`src/rtl/intersection_sensor_frontend_if.sv`:
```
// intersection_sensor_frontend_if: field-side bundle between raw sensors and the conditioned outputs
// master: drives cam_raw/vip_req, receives traffic_camera/isvip/vip_path_index
// slave : the frontend, receives raw inputs and drives the conditioned outputs
interface intersection_sensor_frontend_if;
    logic [1:0] cam_raw;
    logic [1:0] vip_req;
    logic [1:0] traffic_camera;
    logic       isvip;
    logic       vip_path_index;
    modport master (output cam_raw, vip_req, input traffic_camera, isvip, vip_path_index);
    modport slave  (input cam_raw, vip_req, output traffic_camera, isvip, vip_path_index);
endinterface

```
`src/rtl/intersection_sensor_frontend.sv`:
```
// intersection_sensor_frontend: camera debounce plus confirmed, arbitrated VIP beacon grant
// clk, rst           : rising-edge clock, synchronous active-high reset
// bus.cam_raw[1:0]   : raw camera detect per path     -> bus.traffic_camera[1:0] (debounced)
// bus.vip_req[1:0]   : beacon request level per path  -> bus.isvip / bus.vip_path_index
module intersection_sensor_frontend #(
    parameter int DEB_CYCLES   = 4,
    parameter int VIP_CONFIRM  = 3,
    parameter int VIP_MIN      = 10,
    parameter int VIP_MAX      = 40,
    parameter int VIP_COOLDOWN = 8
) (
    input logic clk,
    input logic rst,
    intersection_sensor_frontend_if.slave bus
);
    localparam int DW   = $clog2(DEB_CYCLES + 1);
    localparam int CW   = $clog2(VIP_CONFIRM + 1);
    localparam int HTOP = VIP_MAX > VIP_COOLDOWN ? VIP_MAX : VIP_COOLDOWN;
    localparam int HW   = $clog2(HTOP + 1);
    typedef enum logic [1:0] {IDLE, GRANT, COOLDOWN} state_t;
    state_t          state;
    logic [DW-1:0]   deb_cnt [2];
    logic [CW-1:0]   conf [2];
    logic [HW-1:0]   hold_cnt;
    logic [1:0]      cam_q;
    logic            vip_q;
    logic            idx_q;
    logic            last_grant;
    logic [1:0]      hit;
    logic            pick;
    assign bus.traffic_camera = cam_q;
    assign bus.isvip          = vip_q;
    assign bus.vip_path_index = idx_q;
    always_comb begin
        hit[0] = bus.vip_req[0] && conf[0] == CW'(VIP_CONFIRM - 1);
        hit[1] = bus.vip_req[1] && conf[1] == CW'(VIP_CONFIRM - 1);
        // simultaneous confirmation alternates against the previous winner
        pick = &hit ? ~last_grant : hit[1];
    end
    always_ff @(posedge clk) begin
        if (rst) begin
            cam_q <= '0;
            deb_cnt[0] <= '0;
            deb_cnt[1] <= '0;
        end else begin
            for (int i = 0; i < 2; i++) begin
                if (bus.cam_raw[i] != cam_q[i]) begin
                    if (deb_cnt[i] == DW'(DEB_CYCLES - 1)) begin
                        cam_q[i]   <= bus.cam_raw[i];
                        deb_cnt[i] <= '0;
                    end else begin
                        deb_cnt[i] <= deb_cnt[i] + 1'b1;
                    end
                end else begin
                    deb_cnt[i] <= '0;
                end
            end
        end
    end
    always_ff @(posedge clk) begin
        if (rst) begin
            state      <= IDLE;
            vip_q      <= 1'b0;
            idx_q      <= 1'b0;
            last_grant <= 1'b1;
            hold_cnt   <= '0;
            conf[0]    <= '0;
            conf[1]    <= '0;
        end else begin
            case (state)
                IDLE: begin
                    if (|hit) begin
                        vip_q      <= 1'b1;
                        idx_q      <= pick;
                        last_grant <= pick;
                        hold_cnt   <= '0;
                        conf[0]    <= '0;
                        conf[1]    <= '0;
                        state      <= GRANT;
                    end else begin
                        conf[0] <= bus.vip_req[0] ? conf[0] + 1'b1 : '0;
                        conf[1] <= bus.vip_req[1] ? conf[1] + 1'b1 : '0;
                    end
                end
                GRANT: begin
                    // the max cap wins over an ongoing request; the other path cannot pre-empt
                    if (hold_cnt == HW'(VIP_MAX - 1) ||
                        (hold_cnt >= HW'(VIP_MIN - 1) && !bus.vip_req[idx_q])) begin
                        vip_q    <= 1'b0;
                        hold_cnt <= '0;
                        state    <= COOLDOWN;
                    end else begin
                        hold_cnt <= hold_cnt + 1'b1;
                    end
                end
                COOLDOWN: begin
                    if (hold_cnt == HW'(VIP_COOLDOWN - 1)) begin
                        hold_cnt <= '0;
                        state    <= IDLE;
                    end else begin
                        hold_cnt <= hold_cnt + 1'b1;
                    end
                end
                default: state <= IDLE;
            endcase
        end
    end
endmodule
```
`src/flat_wrapper.sv`:
```
// flat-port wrapper written by rule: the top's interface ports become plain ports
module intersection_sensor_frontend_flat 
#(
    parameter int DEB_CYCLES   = 4,
    parameter int VIP_CONFIRM  = 3,
    parameter int VIP_MIN      = 10,
    parameter int VIP_MAX      = 40,
    parameter int VIP_COOLDOWN = 8
)
  (clk, rst, bus_cam_raw, bus_vip_req, bus_traffic_camera, bus_isvip, bus_vip_path_index);
  intersection_sensor_frontend_if bus_i ();
  input logic clk;
  input logic rst;
  input wire logic [$bits(bus_i.cam_raw)-1:0] bus_cam_raw;
  input wire logic [$bits(bus_i.vip_req)-1:0] bus_vip_req;
  output wire logic [$bits(bus_i.traffic_camera)-1:0] bus_traffic_camera;
  output wire logic [$bits(bus_i.isvip)-1:0] bus_isvip;
  output wire logic [$bits(bus_i.vip_path_index)-1:0] bus_vip_path_index;
  assign bus_i.cam_raw = bus_cam_raw;
  assign bus_i.vip_req = bus_vip_req;
  assign bus_traffic_camera = bus_i.traffic_camera;
  assign bus_isvip = bus_i.isvip;
  assign bus_vip_path_index = bus_i.vip_path_index;
  intersection_sensor_frontend #(.DEB_CYCLES(DEB_CYCLES), .VIP_CONFIRM(VIP_CONFIRM), .VIP_MIN(VIP_MIN), .VIP_MAX(VIP_MAX), .VIP_COOLDOWN(VIP_COOLDOWN)) u_core (.clk(clk), .rst(rst), .bus(bus_i));
endmodule
```
`config.mk`:
```
export PLATFORM = sky130hd
export DESIGN_NAME = intersection_sensor_frontend_flat
export DESIGN_NICKNAME = d
export VERILOG_FILES = /design/src/rtl/intersection_sensor_frontend_if.sv /design/src/rtl/intersection_sensor_frontend.sv /design/src/flat_wrapper.sv
export SDC_FILE = /design/constraint.sdc
export NUM_CORES = 1
export LEC_CHECK = 0
export BUFFER_PORTS_ARGS = -buffer_cell sky130_fd_sc_hd__buf_2
export CAP_MARGIN = 40
export CORE_MARGIN = 1.5
export CORE_UTILIZATION = 63
export DETAILED_ROUTE_END_ITERATION = 10
export PLACE_DENSITY = 0.94
export RECOVER_POWER = 25
export SLEW_MARGIN = 40
export SYNTH_ARGS = -nofsm -noshare
export SYNTH_HDL_FRONTEND = slang
export SYNTH_SLANG_ARGS = --single-unit
```
`constraint.sdc`:
```
create_clock -name clk -period 3.37 [get_ports clk]
set_clock_uncertainty 0.1 [all_clocks]
set_input_delay 0.5055 -clock clk [delete_from_list [all_inputs] [get_ports clk]]
set_output_delay 0.5055 -clock clk [all_outputs]
set_load 0.005 [all_outputs]
```
==> results.ini, run 1 <==
[setup_path]
critPathKind = flip-flop to flip-flop
start_kind = flip-flop
rrSetupSlack_ns = 1.41
slowest_stage = dfxtp_1
r2r-end = u_core.bus.isvip$_SDFFE_PP0P_
path_max_fanout = 5
worstPathCellList = ha_1 -> nand4bb_4 -> o21ai_1 -> nor2_1 -> a31oi_1 -> a221oi_1
worst-path-buf-inv = 0
cp-end-kind = flip-flop
critPathMaxStageDelay_ns = 0.42
rr_startpoint = u_core.hold_cnt[0]$_SDFFE_PP0P_
worstPathArrival_ns = 2.06
path_delay_family = compound AO/OA/AOI/OAI gates
cp_data_required_time_ns = 3.47
worst_r2r_path_depth = 6

[worst_hold_path]
hold_path_class = primary input to flip-flop
hold_end = u_core.bus.traffic_camera[1]$_SDFFE_PP0P_
hp-start = bus_cam_raw[1]
hold-path-cell-count = 3

[placement]
port_buffers = 9
dp_hpwl_um = 1870
placed_cells = 176
finalWeightedCongestion = 0.807

[power_and_ir_drop]
p_sw_share_pct = 38.0
p_leak_nw = 0.599
switchingPower_mw = 0.299
pwr_density_cell_nw_per_um2 = 540
pwr-share-seq_pct = 46.1
combPwrFrac_pct = 36.9
internal_power_mw = 0.487
clock_power_share_pct = 17.0
ir_worst_vdd_mv = 0.420

[synth]
synth_cells = 137
async_reset_ff_share_pct = 0
netlist_top_cells_count = nor2_1 (19), inv_1 (15), dfxtp_1 (13), ha_1 (13), nand2_1 (13)
yosys-top-cells-area = edfxtp_1 (22%), dfxtp_1 (19%), ha_1 (12%)
yosysMostFrequentCell = nor2_1
yosysSeqAreaShare_pct = 41.8
avgSynthCellArea_sq_um = 9.79
yosysTopAreaCell = edfxtp_1
syn-cell-area_sq_um = 1340
synth.distinct_cells = 35
synth-seq-cells = 23
synth_top_area_share_pct = 22.4
ys_warn_count = 0
synth-main-ff-cell = dfxtp_1
synth_edf_count = 10

[floorplan]
design.die.area_sq_um = 2410
die_x_um = 49.1
design.portCount = 10
fp.dieH_um = 49.1
fp-row-count = 16
start_util_pct = 67.7
core_sq_um = 1980

[finish]
layout.nets = 173
multi_input_area_sq_um = 734
num-fill-cells = 140
regArea_sq_um = 561
instances_no_fill = 180
insertedDiodeCount = 0
layout-drive-gt1-share_pct = 15.7
area.growth.synth_to_final_pct = 8.58

[sta]
min_period_ns = 1.96
finalCritPeriodShare_pct = 58.1
fmax_mhz = 510
rsz0062_at_grt = false
setup_viol = 0
fin_setup_tns_ns = 0
hold_viol = 0
slew_violations = 0

[clock_tree]
cts-resized-gates = 0
cts_root_buf = clkbuf_4
cts_setup_buffers = 0
postCtsHoldBufs = 0
clkTransAtPathRegs_ns = 0.13
cts_buffer_depth = 2
cts_sinks = 23
cts_tree = done
cts_buffers = 3
worst_skew_pair.late_latency_ns = 0.33
cts-htree-levels = 1

[global_routing]
grt_max_degree = 16
grt_pass1_vias = 1091
antenna_found_initial = 0
grt-ovfl-total = 0
grt.total_usage_pct = 23.9
grt_pass1_wl_um = 4440

[run_status]
status = complete, no violations

[routing]
via_per_inst = 5.94
drt_iter0_drc = 29
wl_per_cell_um = 14.5
routed_wl_um = 2610
postRouteAntennaNets = 0
drc_errors = 0
dr_total_vias = 1070
firstDrtPassIters = 4

[job]
max-cap-violations = 0

[cells in the final DEF (no fill, tap or decap), types with 2 or more instances in the layout]
master | synthesis | routed
a21oi_1 | 4 | 4
a31oi_1 | 2 | 2
buf_2 | 1 | 8
nor2_1 | 19 | 19
nand3_1 | 10 | 10
xnor2_1 | 2 | 2
nand2_1 | 13 | 13
or3_1 | 2 | 2
a21oi_2 | 2 | 2
inv_1 | 15 | 15
clkbuf_4 | 0 | 3
conb_1 | 1 | 6
mux2i_1 | 3 | 3
or2_1 | 2 | 2
o21ai_2 | 2 | 2
edfxtp_1 | 10 | 10
o211ai_1 | 3 | 3
nand4_1 | 2 | 2
dfxtp_1 | 13 | 13
ha_1 | 13 | 13
nor3_1 | 3 | 3
[worst register-to-register path, cell delays in order (launching register included)]
cell	delay, ns
dfxtp_1	0.42
ha_1	0.30
nand4bb_4	0.17
o21ai_1	0.33
nor2_1	0.12
a31oi_1	0.26
a221oi_1	0.14
[through the flow]
stage | hold WS, ns | power (mW) | utilization, % | cell area, sq um | setup WS, ns
after global placement | 0.367 | 0.624 | 72.2 | 1430 | 1.53
final | 0.359 | 0.786 | 73.5 | 1460 | 1.41
after detailed placement | 0.369 | 0.643 | 72.2 | 1430 | 1.47
after floorplan | 0.362 | 0.573 | - | 1360 | 1.70
after global routing | 0.361 | 0.826 | 73.5 | 1460 | 1.34
after CTS | 0.367 | 0.779 | 73.5 | 1460 | 1.44
[power groups by stage]
stage	sequential, mW	clock [mW]	combinational, mW
CTS	0.363	0.134	0.281
detailed placement	0.369	0	0.273
finish	0.363	0.133	0.290
global route	0.368	0.144	0.314
floorplan	0.363	0	0.211
global placement	0.366	0	0.258
[per-layer routing]
metal	up-vias	routed length (um)	global-route usage [%]
li1	508	-	-
met1	507	1090	27.2
met2	42	1240	39.2
met3	13	156	4.91
met4	0	122	18.1
met5	-	0	0
[cell families (layout without fill, tap and decap cells)]
group           count (synthesis)  count (layout)  synth area share (%)
other cells                     1               6                 0.280
compound gates                 23              23                  15.4
simple gates                   54              54                  20.9
mux                             4               4                  3.36
buf+inv                        17              28                  4.85
fa+ha+maj                      13              13                  12.1
xor+xnor                        2               2                  1.31
flops                          23              23                  41.8
[area by class of cell]
cell class	instances	area share, %
clock buffers	3	1.55
clock inverters	1	0.344
inverters	15	3.87
multi-input cells	102	50.4
flip-flops and latches	23	38.5
well taps	27	2.32
repair buffers	9	3.01
[state kept, by name, indices dropped and copies added (netlist names)]
signal and count:
u_core.conf 4, u_core.hold_cnt 6, u_core.bus.isvip 1, u_core.state 2, u_core.bus.traffic_camera 2, u_core.deb_cnt 6, u_core.bus.vip_path_index 1, u_core.last_grant 1
[how the worst max path moves through the flow]
stage / startpoint / to / slack, ns / cells past startpoint
after global routing: u_core.hold_cnt[1]$_SDFFE_PP0P_ / u_core.state[1]$_SDFFE_PP0P_ / 1.34 / 7
after CTS: u_core.hold_cnt[1]$_SDFFE_PP0P_ / u_core.state[1]$_SDFFE_PP0P_ / 1.44 / 7
final: u_core.hold_cnt[0]$_SDFFE_PP0P_ / u_core.bus.isvip$_SDFFE_PP0P_ / 1.41 / 6
after detailed placement: bus_vip_req[0] / u_core.hold_cnt[5]$_SDFFE_PP0P_ / 1.47 / 6
after floorplan: bus_vip_req[0] / u_core.hold_cnt[5]$_SDFFE_PP0P_ / 1.70 / 5
after global placement: bus_vip_req[0] / u_core.hold_cnt[5]$_SDFFE_PP0P_ / 1.53 / 6
(Power assumes the default switching activity.)
==> run 2, diff against run 1 <==
- CORE_UTILIZATION: 63 -> 53
- PLACE_DENSITY: 0.94 -> 0.85
- clock period: 3.37 -> 1.55 ns (I/O delays scaled with it)
==> run 2 against run 1 <==
The run now ends with negative setup slack left; die area increased by 18%; clock power increased by 120%; sequential power increased by 120%; critical endpoint is now u_core.hold_cnt[0]$_SDFFE_PP0P_; largest cell class unchanged.
==> results.ini, run 2 (same netlist as run 1, synthesis figures left out) <==
[finish]
instances_no_fill = 219  ; +22%
area.growth.synth_to_final_pct = 37.2
top_regs = u_core.deb_cnt x6, u_core.hold_cnt x6, u_core.conf x4
layout-drive-gt1-share_pct = 43.9  ; +28 points
final_common_cell = buf_4
insertedDiodeCount = 0  ; unchanged
mostFrequentLayoutCells = buf_4 (36), nor2_1 (14), inv_1 (13), nand2_1 (11)
layout.nets = 209  ; +21%
num-fill-cells = 149  ; +6.4%

[job]
max-cap-violations = 0  ; unchanged

[clock_tree]
cts_buffers = 3  ; unchanged
cts-htree-levels = 1  ; unchanged
cts_sinks = 23  ; unchanged
cts_buffer_depth = 2  ; unchanged
cts_tree = done
worst_skew_pair.late_latency_ns = 0.33  ; about the same
clkTransAtPathRegs_ns = 0.13  ; about the same
postCtsHoldBufs = 0  ; unchanged
cts_root_buf = clkbuf_4

[power_and_ir_drop]
power_mw = 2.01  ; +160%
ir_worst_vdd_mv = 1.03  ; +140%
p_leak_nw = 0.773  ; +29%
pwr_density_cell_nw_per_um2 = 1090  ; +100%

[floorplan]
start_util_pct = 55.1  ; -13 points
core_sq_um = 2430  ; +23%
fp-row-count = 18  ; +2
design.die.area_sq_um = 2840  ; +18%
design.portCount = 10  ; unchanged
fp.dieH_um = 53.3  ; +8.5%
die_x_um = 53.3  ; +8.5%

[routing]
drt_iter0_drc = 13  ; -55%
wl_per_cell_um = 15.3  ; +5.5%
dr_total_vias = 1200  ; +12%
postRouteAntennaNets = 0  ; unchanged
via_per_inst = 5.48  ; -7.8%
routed_wl_um = 3350  ; +28%
drc_errors = 0  ; unchanged
firstDrtPassIters = 4  ; unchanged

[run_status]
violations = negative setup slack
status = complete, but fails checks

[setup_path]
cp_data_required_time_ns = 1.69  ; -1.78 ns
path_max_fanout = 5  ; unchanged
rrSetupSlack_ns = -0.20  ; -1.61 ns
critPathKind = flip-flop to flip-flop
cp-end-kind = flip-flop
r2r-end = u_core.hold_cnt[0]$_SDFFE_PP0P_
worstPathArrival_ns = 1.88  ; -0.18 ns
rr_startpoint = u_core.hold_cnt[0]$_SDFFE_PP0P_
start_kind = flip-flop
worst_r2r_path_depth = 11  ; +5

[placement]
port_buffers = 9  ; unchanged
dp_hpwl_um = 2270  ; +22%
finalWeightedCongestion = 0.891  ; +10%
pre_cts_ws_ns = -0.172  ; -1.64 ns
placed_cells = 203  ; +15%

[global_routing]
grt_pass1_vias = 1169  ; +7.1%
grtUsageMet1_pct = 26.5  ; -0.67 points
grt_pass1_wl_um = 5110  ; +15%
grt.total_usage_pct = 25.4  ; +1.5 points
grt.busiest_layer = met2
grt-ovfl-total = 0  ; unchanged
antenna_found_initial = 0  ; unchanged
grt_util_met3_pct = 5.37  ; +0.46 points
grtUsageMet2_pct = 48.8  ; +9.6 points
grt_max_degree = 14  ; -2

[sta]
fmax_mhz = 572  ; +12%
worst_slack_ns = -0.197  ; -1.61 ns
rsz0062_at_grt = true
hold_viol = 0  ; unchanged
slew_violations = 0  ; unchanged
finalCritPeriodShare_pct = 113  ; +55 points
min_period_ns = 1.75  ; -0.212 ns
setup_viol = 12  ; +12

[worst_hold_path]
hp-start = bus_cam_raw[0]
hold-path-cell-count = 3  ; unchanged
hold_path_class = primary input to flip-flop
hold_end = u_core.bus.traffic_camera[0]$_SDFFE_PP0N_

==> run 2: final cells by class <==
type	count	area, sq um	share of cell area, %
multi-input combinational	102	833	45.3
sequential	23	567	30.8
inverter	15	61.3	3.33
clock inverter	1	5.00	0.272
tap	30	37.5	2.04
timing repair buffer	45	314	17.1
clock buffer	3	22.5	1.22
==> run 2: timing repair <==
action,4_1_cts,5_1_grt
endpoints found under the setup margin,19,23
buffers inserted,10,2
gates cloned,0,0
gates resized for setup,3,18
pin swaps,13,3
==> run 2: metrics by stage <==
step / hold WS (ns) / cell area (sq um) / setup TNS [ns] / util [%]
4_1_cts: 0.0646 / 1760 / -1.68 / 72.4
6_report: 0.0590 / 1840 / -1.57 / 75.7
5_1_grt: 0.0735 / 1840 / -2.79 / 75.7
2_1_floorplan: 0.268 / 1390 / -0.228 / -
3_3_place_gp: 0.373 / 1650 / -0.834 / 67.6
3_5_place_dp: 0.396 / 1650 / -1.40 / 67.6
==> run 2: power by group <==
part,total (mW),switching (mW),internal (mW),leakage (nW)
Combinational,0.926,0.485,0.440,0.539
Sequential,0.787,0.0495,0.737,0.216
Clock,0.298,0.201,0.0972,0.0177
Total,2.01,0.736,1.27,0.773
==> run 2: worst max-delay path, cell delays in order, from the launching register on <==
cell and delay [ns]:
dfxtp_4 0.42, inv_4 0.05, buf_4 0.12, buf_4 0.12, buf_4 0.12, buf_4 0.12, buf_4 0.12, buf_4 0.12
buf_4 0.11, buf_4 0.12, nand4_1 0.07, a21oi_1 0.07
==> run 2: layer usage <==
metal  vias to the layer above  wire [um]
met4                         0        100
met3                        12         94
li1                        585          -
met5                         -          0
met1                       575       1240
met2                        28       1910
==> run 2: how the worst max path moves through the flow <==
stage	startpoint	to	cells after the start
after CTS	u_core.hold_cnt[0]$_SDFFE_PP0P_	u_core.state[1]$_SDFFE_PP0P_	7
after floorplan	u_core.hold_cnt[1]$_SDFFE_PP0P_	u_core.state[1]$_SDFFE_PP0P_	7
after detailed placement	u_core.hold_cnt[0]$_SDFFE_PP0P_	u_core.hold_cnt[5]$_SDFFE_PP0P_	7
after global routing	u_core.hold_cnt[0]$_SDFFE_PP0P_	u_core.hold_cnt[3]$_SDFFE_PP0P_	7
final	u_core.hold_cnt[0]$_SDFFE_PP0P_	u_core.hold_cnt[0]$_SDFFE_PP0P_	11
after global placement	u_core.hold_cnt[1]$_SDFFE_PP0P_	u_core.state[1]$_SDFFE_PP0P_	7
==> run 3, diff against run 2 <==
- SETUP_SLACK_MARGIN: not set -> 0.3
==> run 3 against run 2 <==
The flow still finishes with violations (negative setup slack); design area rose by 7.6%; clock power rose by 5%; maximum frequency fell by 2.5%; final cell count fell by 1.8%; sequential share of layout area fell by 2.1 points; die area did not move; routed wire length rose by 13%; worst setup slack got worse by 0.045 ns; largest cell class unchanged.
==> results.ini, run 3 (same netlist as run 1, synthesis figures left out) <==
[setup_path]
crit_cells = 6  ; -5
start_kind = flip-flop
r2r-end = u_core.state[0]$_SDFFE_PP0P_
cp-end-kind = flip-flop
worst_r2r_path_depth = 6  ; -5
path_delay_family = compound AO/OA/AOI/OAI gates
crit_start = u_core.hold_cnt[0]$_SDFFE_PP0P_
critPathKind = flip-flop to flip-flop
slowest_stage = dfxtp_4
worst-path-buf-inv = 1  ; -8
critPathMaxStageDelay_ns = 0.41  ; about the same
cp_data_required_time_ns = 1.69  ; about the same
rr_startpoint = u_core.hold_cnt[0]$_SDFFE_PP0P_
worstPathArrival_ns = 1.93  ; +0.05 ns
worstPathCellList = inv_2 -> ha_2 -> nor4b_4 -> a211oi_4 -> o21ai_2 -> o221a_1
rrSetupSlack_ns = -0.24  ; -0.04 ns
path_max_fanout = 5  ; unchanged
cp-endpoint = u_core.state[0]$_SDFFE_PP0P_

[sta]
hold_viol = 0  ; unchanged
slew_violations = 0  ; unchanged
fmax_mhz = 558  ; -2.5%
finalCritPeriodShare_pct = 116  ; +2.9 points
min_period_ns = 1.79  ; +0.0447 ns
fin_setup_tns_ns = -1.95  ; -0.373 ns
setup_viol = 10  ; -2
worst_slack_ns = -0.242  ; -0.0447 ns
rsz0062_at_grt = true

[routing]
postRouteAntennaNets = 0  ; unchanged
drt_iter0_drc = 20  ; +7
drc_errors = 0  ; unchanged
via_per_inst = 5.67  ; +3.4%
routed_wl_um = 3790  ; +13%
wl_per_cell_um = 17.6  ; +15%
dr_total_vias = 1218  ; +1.5%
firstDrtPassIters = 4  ; unchanged

[global_routing]
grtUsageMet2_pct = 52.5  ; +3.7 points
grtUsageMet1_pct = 26.6  ; +0.093 points
grt-ovfl-total = 0  ; unchanged
grt_max_degree = 13  ; -1
antenna_found_initial = 0  ; unchanged
grt.busiest_layer = met2
grt_pass1_wl_um = 5300  ; +3.8%
grt_util_met3_pct = 3.11  ; -2.3 points
grt.total_usage_pct = 26.8  ; +1.3 points
grt_pass1_vias = 1230  ; +5.2%

[floorplan]
design.die.area_sq_um = 2840  ; unchanged
fp-row-count = 18  ; unchanged
design.portCount = 10  ; unchanged
die_x_um = 53.3  ; unchanged
start_util_pct = 55.1  ; unchanged
core_sq_um = 2430  ; unchanged
fp.dieH_um = 53.3  ; unchanged

[placement]
finalWeightedCongestion = 0.917  ; +2.9%
place_area_sq_um = 1650  ; +0.23%
port_buffers = 9  ; unchanged
dp_hpwl_um = 2290  ; +0.66%

[finish]
num-fill-cells = 142  ; -4.7%
regArea_sq_um = 568  ; +0.22%
layout.nets = 205  ; -1.9%
area.growth.synth_to_final_pct = 47.7
fin_util_pct = 81.4  ; +5.8 points
final_common_cell = buf_4
layout-drive-gt1-share_pct = 50.8  ; +6.9 points
mostFrequentLayoutCells = buf_4 (24), nor2_1 (11), edfxtp_1 (10)
final_cell_area_sq_um = 1980  ; +7.6%
multi_input_area_sq_um = 975  ; +17%
top_regs = u_core.deb_cnt x6, u_core.hold_cnt x6, u_core.conf x4
insertedDiodeCount = 0  ; unchanged

[clock_tree]
cts_tree = done
clkTransAtPathRegs_ns = 0.15  ; +0.02 ns
cts_sinks = 23  ; unchanged
cts-htree-levels = 1  ; unchanged
cts_buffers = 3  ; unchanged
worst_skew_pair.late_latency_ns = 0.35  ; +0.02 ns
cts_buffer_depth = 2  ; unchanged
cts_root_buf = clkbuf_4

[power_and_ir_drop]
p_leak_nw = 0.781  ; +0.99%
pwr_density_cell_nw_per_um2 = 1190  ; +9.3%
power_mw = 2.36  ; +18%
ir_worst_vdd_mv = 1.16  ; +13%

[worst_hold_path]
hold-path-cell-count = 2  ; -1
hold_path_class = primary input to flip-flop
hp-start = rst

[run_status]
status = complete, but fails checks
violations = negative setup slack

[job]
max-cap-violations = 0  ; unchanged

## run 3: worst min-delay path by stage
stage                                                endpoint
finish              u_core.bus.traffic_camera[1]$_SDFFE_PP0P_
global route        u_core.bus.traffic_camera[1]$_SDFFE_PP0P_
CTS                 u_core.bus.traffic_camera[1]$_SDFFE_PP0P_
detailed placement  u_core.bus.traffic_camera[1]$_SDFFE_PP0P_
global placement    u_core.bus.traffic_camera[1]$_SDFFE_PP0P_
floorplan                      u_core.last_grant$_SDFFE_PP1P_
## run 3: metal layers
metal	up-vias	share of wire, %
met1	583	37
met3	15	4.5
met4	0	4.4
met2	45	54
li1	575	-
met5	-	0
## run 3: per-stage QoR
stage	setup slack (ns)	std cells	hold WS (ns)
2_1_floorplan	-0.0722	142	0.268
3_3_place_gp	-0.118	199	0.339
3_5_place_dp	-0.191	199	0.357
4_1_cts	-0.208	211	-0.00510
5_1_grt	-0.322	215	0.0215
6_report	-0.242	215	0.00689
## run 3: cell type report
| type | instances | area share (%) |
|---|---|---|
| Timing Repair Buffer | 41 | 16.0 |
| Multi-Input combinational cell | 102 | 49.2 |
| Sequential cell | 23 | 28.7 |
| Clock buffer | 4 | 1.33 |
| Inverter | 15 | 2.84 |
| Tap cell | 30 | 1.90 |
## run 3: worst reg2reg max path, cell delays in order, from the launching register on
cell	delay, ns
dfxtp_4	0.41
inv_2	0.05
ha_2	0.18
nor4b_4	0.13
a211oi_4	0.39
o21ai_2	0.15
o221a_1	0.27
## run 3: timing repair
item                       CTS  global route
setup endpoints to repair   26            27
hold endpoints to repair     1             0
pin swaps                   10            16
resized for setup           20            28
cloned                       0             0
setup buffers                8             4
## run 3: where the power goes
part | leakage, nW | switching (mW) | internal [mW] | total [mW]
clock network | 0.0150 | 0.212 | 0.102 | 0.313
registers | 0.217 | 0.0831 | 0.741 | 0.824
logic | 0.549 | 0.629 | 0.598 | 1.23
total | 0.781 | 0.924 | 1.44 | 2.36
